$ cat config.mk
export PLATFORM = sky130hd
export DESIGN_NAME = instr_fetch
export DESIGN_NICKNAME = d
export VERILOG_FILES = /design/src/rtl/instr_fetch.sv
export SDC_FILE = /design/constraint.sdc
export NUM_CORES = 1
export LEC_CHECK = 0
export CORE_MARGIN = 1.5
export CORE_UTILIZATION = 40
export DETAILED_ROUTE_END_ITERATION = 10
export HOLD_SLACK_MARGIN = 0.15
export SYNTH_ARGS = -nofsm -noshare
export SYNTH_HDL_FRONTEND = slang
export SYNTH_SLANG_ARGS = --single-unit
$ cat constraint.sdc
create_clock -name clk -period 11.7 [get_ports clk]
set_input_delay 2.34 -clock clk [delete_from_list [all_inputs] [get_ports clk]]
set_output_delay 2.34 -clock clk [all_outputs]
set_load 0.03 [all_outputs]
$ cat src/rtl/instr_fetch.sv
// Instruction-fetch stage: program counter, synchronous instruction-memory requests,
// and a 2-entry {pc, instruction} FIFO handing instructions to the decoder.

module instr_fetch #(
    parameter logic [31:0] RESET_PC = 32'h0000_0000
) (
    input  logic        clk,
    input  logic        rst_n,
    output logic        imem_req,
    output logic [31:0] imem_addr,
    input  logic [31:0] imem_rdata,
    input  logic        redirect_valid,
    input  logic [31:0] redirect_pc,
    output logic        instr_valid,
    input  logic        instr_ready,
    output logic [31:0] instruction,
    output logic [31:0] pc_out
);

    logic [31:0] fetch_pc_r;
    logic        inflight_valid_r;
    logic [31:0] inflight_pc_r;

    logic [31:0] fifo_pc_r    [2];
    logic [31:0] fifo_instr_r [2];
    logic        rd_ptr_r;
    logic        wr_ptr_r;
    logic [1:0]  count_r;

    logic        pop_s;
    logic        push_s;
    logic        issue_s;
    logic [2:0]  occupancy_s;

    // Handshake and issue decisions; occupancy counts slots already promised to the FIFO.
    always_comb begin
        pop_s       = 1'b0;
        push_s      = 1'b0;
        issue_s     = 1'b0;
        occupancy_s = 3'd0;
        pop_s       = (count_r != 2'd0) && instr_ready;
        push_s      = inflight_valid_r && !redirect_valid;
        occupancy_s = {1'b0, count_r} + {2'b00, inflight_valid_r} - {2'b00, pop_s};
        if (rst_n && !redirect_valid && (occupancy_s < 3'd2)) begin
            issue_s = 1'b1;
        end else begin
            issue_s = 1'b0;
        end
    end

    assign imem_req    = issue_s;
    assign imem_addr   = fetch_pc_r;
    assign instr_valid = (count_r != 2'd0);
    assign instruction = fifo_instr_r[rd_ptr_r];
    assign pc_out      = fifo_pc_r[rd_ptr_r];

    // Program counter and the single outstanding memory request.
    always_ff @(posedge clk) begin
        if (!rst_n) begin
            fetch_pc_r       <= RESET_PC;
            inflight_valid_r <= 1'b0;
            inflight_pc_r    <= 32'h0000_0000;
        end else if (redirect_valid) begin
            fetch_pc_r       <= {redirect_pc[31:2], 2'b00};
            inflight_valid_r <= 1'b0;
        end else if (issue_s) begin
            fetch_pc_r       <= fetch_pc_r + 32'd4;
            inflight_valid_r <= 1'b1;
            inflight_pc_r    <= fetch_pc_r;
        end else begin
            inflight_valid_r <= 1'b0;
        end
    end

    // Output FIFO; a redirect drops everything not popped this cycle.
    always_ff @(posedge clk) begin
        if (!rst_n) begin
            fifo_pc_r[0]    <= 32'h0000_0000;
            fifo_pc_r[1]    <= 32'h0000_0000;
            fifo_instr_r[0] <= 32'h0000_0000;
            fifo_instr_r[1] <= 32'h0000_0000;
            rd_ptr_r        <= 1'b0;
            wr_ptr_r        <= 1'b0;
            count_r         <= 2'd0;
        end else if (redirect_valid) begin
            rd_ptr_r <= 1'b0;
            wr_ptr_r <= 1'b0;
            count_r  <= 2'd0;
        end else begin
            if (push_s) begin
                fifo_pc_r[wr_ptr_r]    <= inflight_pc_r;
                fifo_instr_r[wr_ptr_r] <= imem_rdata;
                wr_ptr_r               <= ~wr_ptr_r;
            end
            if (pop_s) begin
                rd_ptr_r <= ~rd_ptr_r;
            end
            count_r <= count_r + {1'b0, push_s} - {1'b0, pop_s};
        end
    end

    instr_fetch_chk u_chk (
        .clk   (clk),
        .rst_n (rst_n),
        .push  (push_s),
        .count (count_r)
    );

endmodule

// Simulation checks for instr_fetch internal invariants.
module instr_fetch_chk (
    input logic       clk,
    input logic       rst_n,
    input logic       push,
    input logic [1:0] count
);

    // The issue rule must never let a response arrive while the FIFO is full.
    no_push_when_full: assert property (@(posedge clk) disable iff (!rst_n)
        push |-> (count != 2'd2));

endmodule

==> impl_metrics.ini, run 1 <==
[outcome]
status = finished, final reports clean

[logic_synthesis]
ys_types = 51
ys_seq_area_share_pct = 59.8
synth_largest_area_cell = edfxtp_1
ys_warn_count = 0
synth_edf_count = 124
synth_area_mm2 = 0.00843
synth.area.top_cells = edfxtp_1 44%, dfxtp_1 16%, and2_1 9.5%, mux2_2 8.4%, nand2_1 3.6%
syn_avg_cell_area_um2 = 11.5
netlist_instances = 731
async_flop_share_pct = 0
synth-seq-cells = 190
netlist.area_leader.share_pct = 44.1
yosys_most_used_dff = edfxtp_1

[cts]
clock-root-buffer = clkbuf_16
cts_hold_buf = 0
cts.repair.resized = 0
clk_latency_ns = 0.43
cts_tree = built
postCtsSetupBuffers = 0
cts_max_level = 4
clkSinkCount = 190
cts_buffers = 17
path_clk_slew_ns = 0.07
cts_buffer_depth = 2

[floorplan]
die_w_um = 148
start_util_pct = 41.3
coreArea_mm2 = 0.0204
die_area_mm2 = 0.0220
die_y_um = 148
rows = 52
io_pins = 166

[routing]
drc = 0
drt_iter0_markers = 347
first_pass_iters = 5
vias = 5841
ant_nets = 0
drt-total-wl_um = 18900
wl_per_cell_um = 16.4
vias_per_cell = 5.07

[timing]
period_minus_slack_ns = 7.11
final_max_slew_viol_count = 0
rsz0062_at_grt = false
fin_tns_setup_ns = 0
hold_viol_final = 0
slew_headroom_pct = 19.1
skew_ns = 0.0134
max_freq_ghz = 0.141
tightest_slew_ns = 1.20
setup_viol = 0
period_share_pct = 60.8

[setup_path]
rr_worst_depth = 10
worst-endpoint-required_ns = 9.36
crit_path_frequent_cell = clkdlybuf4s50_1
crit_cells = 9
cp_slowest_stage_delay_ns = 0.68
cp-endpoint = imem_req
critical_path.startpoint_type = input pin
timing.rr.end = imem_addr[13]
setup.worst_path.start = instr_ready
critPathTopFamily = buffers and inverters
rrSetupSlack_ns = 8.47
critical_path.max_fanout = 3
endpoint_kind = output port
arrival_ns = 4.77
cp_slowest_cell = clkdlybuf4s50_1
rr_startpoint = count_r[1]
critical_path_class = input pin to output port
critPathBufInv = 3
path_cells = clkdlybuf4s50_1, nand2_1, nor2_1, o21ai_0, fa_1, xnor2_1, nand3_2, inv_1, clkdlybuf4s50_1

[job]
drv_cap = 0

[finish]
fill_cells = 1806
final_cell_count_no_fill = 1153
nNetsFinal = 940
postLayoutCellArea_mm2 = 0.0108
drive_gt1_share_pct = 12.8
area_growth_pct = 27.9

[power]
p_per_area_mw_per_mm2 = 136
power.leakage_uw = 0.00383
ir_drop_uv = 92.8

[placement]
placed_cell_area_mm2 = 0.0102
numPortBuffers = 159
hpwl_um = 11700
gp_congestion = 0.772
dp_cells = 1120

[grt]
grt.total_usage_pct = 18.0
antenna_found_initial = 1
grt_max_degree = 67
grt_pass1_vias = 5877
grt-ovfl-total = 0
grt_pass1_wl_um = 30900

[min_path]
worstHoldPathType = register to register
min_from = inflight_pc_r[2]
-- worst min-delay path: cells and delay by family (launching register included) --
kind               cells  cell delay [ns]
and+or+nand+nor        1             0.05
DFF                    1             0.32
AOI/OAI and AO/OA      1             0.05
-- report_power, final --
part	switching (uW)	internal, uW
registers	19.6	743
logic	97.3	76.8
clock network	246	285
-- cells in the final DEF (no fill, tap or decap), drive strengths merged, types with 6 or more instances in the layout --
cell type	netlist	layout
nand3	17	17
and2	128	128
dfxtp	66	66
nand2	81	81
mux2	63	63
xor2	9	9
o21ai	11	11
inv	7	10
clkinv	0	6
nor4	7	7
nor2	16	16
a22oi	14	14
clkdlybuf4s50	0	158
nand4	6	6
o22ai	11	11
nand2b	6	6
edfxtp	124	124
clkbuf	36	20
nor3	7	7
or3	6	6
a21oi	41	41
buf	14	8
nor2b	17	17
-- metal layers --
layer  global-route usage, %  vias to the layer above  routed length (um)
met5                       0                        -                   0
li1                        -                     2863                   -
met1                    24.5                     2770                8700
met2                    29.0                      191                8790
met4                    6.14                        0                 238
met3                    3.37                       17                1140
-- sequential cells by signal (all words and copies together) (netlist names), named ones only --
signal	count
count_r	2
fifo_pc_r	60
fifo_instr_r	64
wr_ptr_r	1
rd_ptr_r	1
imem_addr	30
inflight_pc_r	30
inflight_valid_r	1
-- synth_stat cells (8+ instances only) --
master and n:
and2_1 128, edfxtp_1 124, nand2_1 81, dfxtp_1 66, mux2_2 63, a21oi_1 41, clkbuf_1 36, nor2b_1 17
nor2_1 16, nand3_1 15, a22oi_1 14, o21ai_0 11, o22ai_1 11, xor2_1 9, buf_1 8
-- layout make-up --
class / count / area (um^2) / share of cell area [%]
clock inverters: 12 / 86.3 / 0.800
clock buffers: 20 / 458 / 4.24
repair buffers: 166 / 1640 / 15.2
well taps: 270 / 338 / 3.13
diodes: 1 / 2.50 / 0.0232
multi-input cells: 487 / 3200 / 29.6
inverters: 7 / 26.3 / 0.243
flip-flops and latches: 190 / 5050 / 46.8
-- kinds of logic after synthesis --
logic type | synth area share (%)
AND/OR/NAND/NOR | 19.8
flip-flops | 59.8
AO/OA/AOI/OAI | 7.17
multiplexers | 8.41
buffers and inverters | 2.82
XOR/XNOR | 1.45
adder cells (fa/ha/maj) | 0.534
other | 0.0445
-- worst min-delay path by stage --
stage	to	slack, ns	cells after the start
after floorplan	inflight_pc_r[10]	0.44	2
after global placement	inflight_pc_r[27]	0.45	2
after detailed placement	inflight_pc_r[6]	0.45	2
after CTS	inflight_pc_r[6]	0.46	2
after global routing	inflight_pc_r[6]	0.48	2
final	inflight_pc_r[2]	0.46	2
-- per-stage QoR --
| step | hold WS [ns] | worst slack (ns) | total power (uW) | util [%] |
|---|---|---|---|---|
| after CTS | 0.461 | 4.56 | 1490 | 52.8 |
| after global routing | 0.481 | 4.35 | 1530 | 52.8 |
| after detailed placement | 0.452 | 4.58 | 953 | 50.1 |
| final | 0.462 | 4.59 | 1470 | 52.8 |
| after floorplan | 0.440 | 3.80 | 873 | - |
| after global placement | 0.450 | 4.55 | 950 | 50.1 |
Note: power is estimated with default switching activity, not from simulation.
==> run 2, diff against run 1 <==
Clock period 11.7 ns to 6.8 ns, I/O delays scaled along.
==> run 2 against run 1 <==
Against the previous run:
- critical path depth unchanged
- design area increased by 0.15%
- core utilization increased by 0.080 points
- wire length increased by 1.5%
==> impl_metrics.ini, run 2 (synthesis gave the netlist of run 1 again) <==
[cts]
cts_buffers = 17
cts.repair.resized = 0
cts_tree = built
cts_hold_buf = 0
postCtsSetupBuffers = 0
clock-root-buffer = clkbuf_16
clkSinkCount = 190
path_clk_slew_ns = 0.07
cts_max_level = 4
cts_buffer_depth = 2
clk_latency_ns = 0.43

[grt]
grt.total_usage_pct = 17.7
antenna_found_initial = 0
grt_pass1_wl_um = 30300
grt_max_degree = 67
grt-ovfl-total = 0
grt_pass1_vias = 5820

[floorplan]
die_w_um = 148
io_pins = 166
die_area_mm2 = 0.0220
die_y_um = 148
rows = 52
coreArea_mm2 = 0.0204
start_util_pct = 41.3

[routing]
drt_iter0_markers = 254
drc = 0
ant_nets = 0
vias = 5874
wl_per_cell_um = 16.6
first_pass_iters = 5
vias_per_cell = 5.10
drt-total-wl_um = 19200

[finish]
largest_reg_flops = 64
postLayoutCellArea_mm2 = 0.0108
area_growth_pct = 28.1
diodes = 0
reg_top3 = fifo_instr_r: 64 flops, fifo_pc_r: 60 flops
fill_cells = 1789
drive_gt1_share_pct = 12.6
largest_register = fifo_instr_r
nNetsFinal = 940
final_common_cell = clkdlybuf4s50_1
final_util_pct = 52.9
mostFrequentLayoutCells = 158 x clkdlybuf4s50_1, 128 x and2_1, 124 x edfxtp_1

[setup_path]
critical_path_class = input pin to output port
endpoint_kind = output port
critical_path.max_fanout = 3
critical_path.startpoint_type = input pin
worst-endpoint-required_ns = 5.44
arrival_ns = 3.84

[power]
ir_drop_uv = 150
power.leakage_uw = 0.00384
p_per_area_mw_per_mm2 = 237
p_total_uw = 2560

[timing]
final_max_slew_viol_count = 0
period_minus_slack_ns = 5.20
setup_viol = 0
fin_tns_setup_ns = 0
hold_viol_final = 0
slew_headroom_pct = 16.7
timing.hold.ws_ns = 0.459
max_freq_ghz = 0.192
skew_ns = 0.0129
rsz0062_at_grt = false
tightest_slew_ns = 1.25
period_share_pct = 76.5

[placement]
gp_congestion = 0.807
placed_cell_area_mm2 = 0.0102
hpwl_um = 11700
numPortBuffers = 159

[job]
drv_cap = 0

[outcome]
status = finished, final reports clean

[min_path]
worstHoldPathType = register to register
==> run 2: final timing paths <==
path | from | to | slack, ns | depth (start not counted)
setup / recovery | instr_ready | imem_req | 1.60 | 9
hold / removal | inflight_pc_r[27] | inflight_pc_r[27] | 0.46 | 2
setup reg to reg | count_r[1] | imem_addr[13] | 3.59 | 10
hold reg to reg | inflight_pc_r[27] | inflight_pc_r[27] | 0.46 | 2
==> run 2: final cells by class <==
type	instances	area, um^2	area share, %
clock buffers	22	487	4.50
repair buffers	166	1640	15.2
flip-flops and latches	190	5050	46.7
inverters	7	26.3	0.243
multi-input cells	487	3200	29.6
clock inverters	10	76.3	0.706
well taps	270	338	3.13
==> run 2: power by group <==
part           switching [uW]  leakage, uW  internal, uW  total (uW)
logic                     168      0.00174           132         300
registers                34.8      0.00183          1280        1310
clock network             427     0.000269           516         943
total                     630      0.00384          1930        2560
==> run 2: through the flow <==
step / setup WS [ns] / cells
CTS: 1.59 / 1152
detailed placement: 1.61 / 1120
global placement: 1.58 / 1120
floorplan: 1.56 / 734
finish: 1.60 / 1152
global route: 1.41 / 1152
==> run 2: critical path, cell delays in order <==
cell             delay (ns)
clkdlybuf4s50_1        0.52
nand2_1                0.07
nor2_1                 0.17
o21ai_0                0.14
fa_1                   0.39
xnor2_1                0.23
nand3_2                0.12
inv_1                  0.14
clkdlybuf4s50_1        0.69
==> run 2: per-layer routing <==
metal / global-route usage [%] / vias to the layer above / routed length, um
met1: 23.7 / 2806 / 8800
met4: 5.99 / 0 / 248
met3: 3.77 / 16 / 1100
li1: - / 2863 / -
met5: 0 / - / 0
met2: 28.8 / 189 / 9010
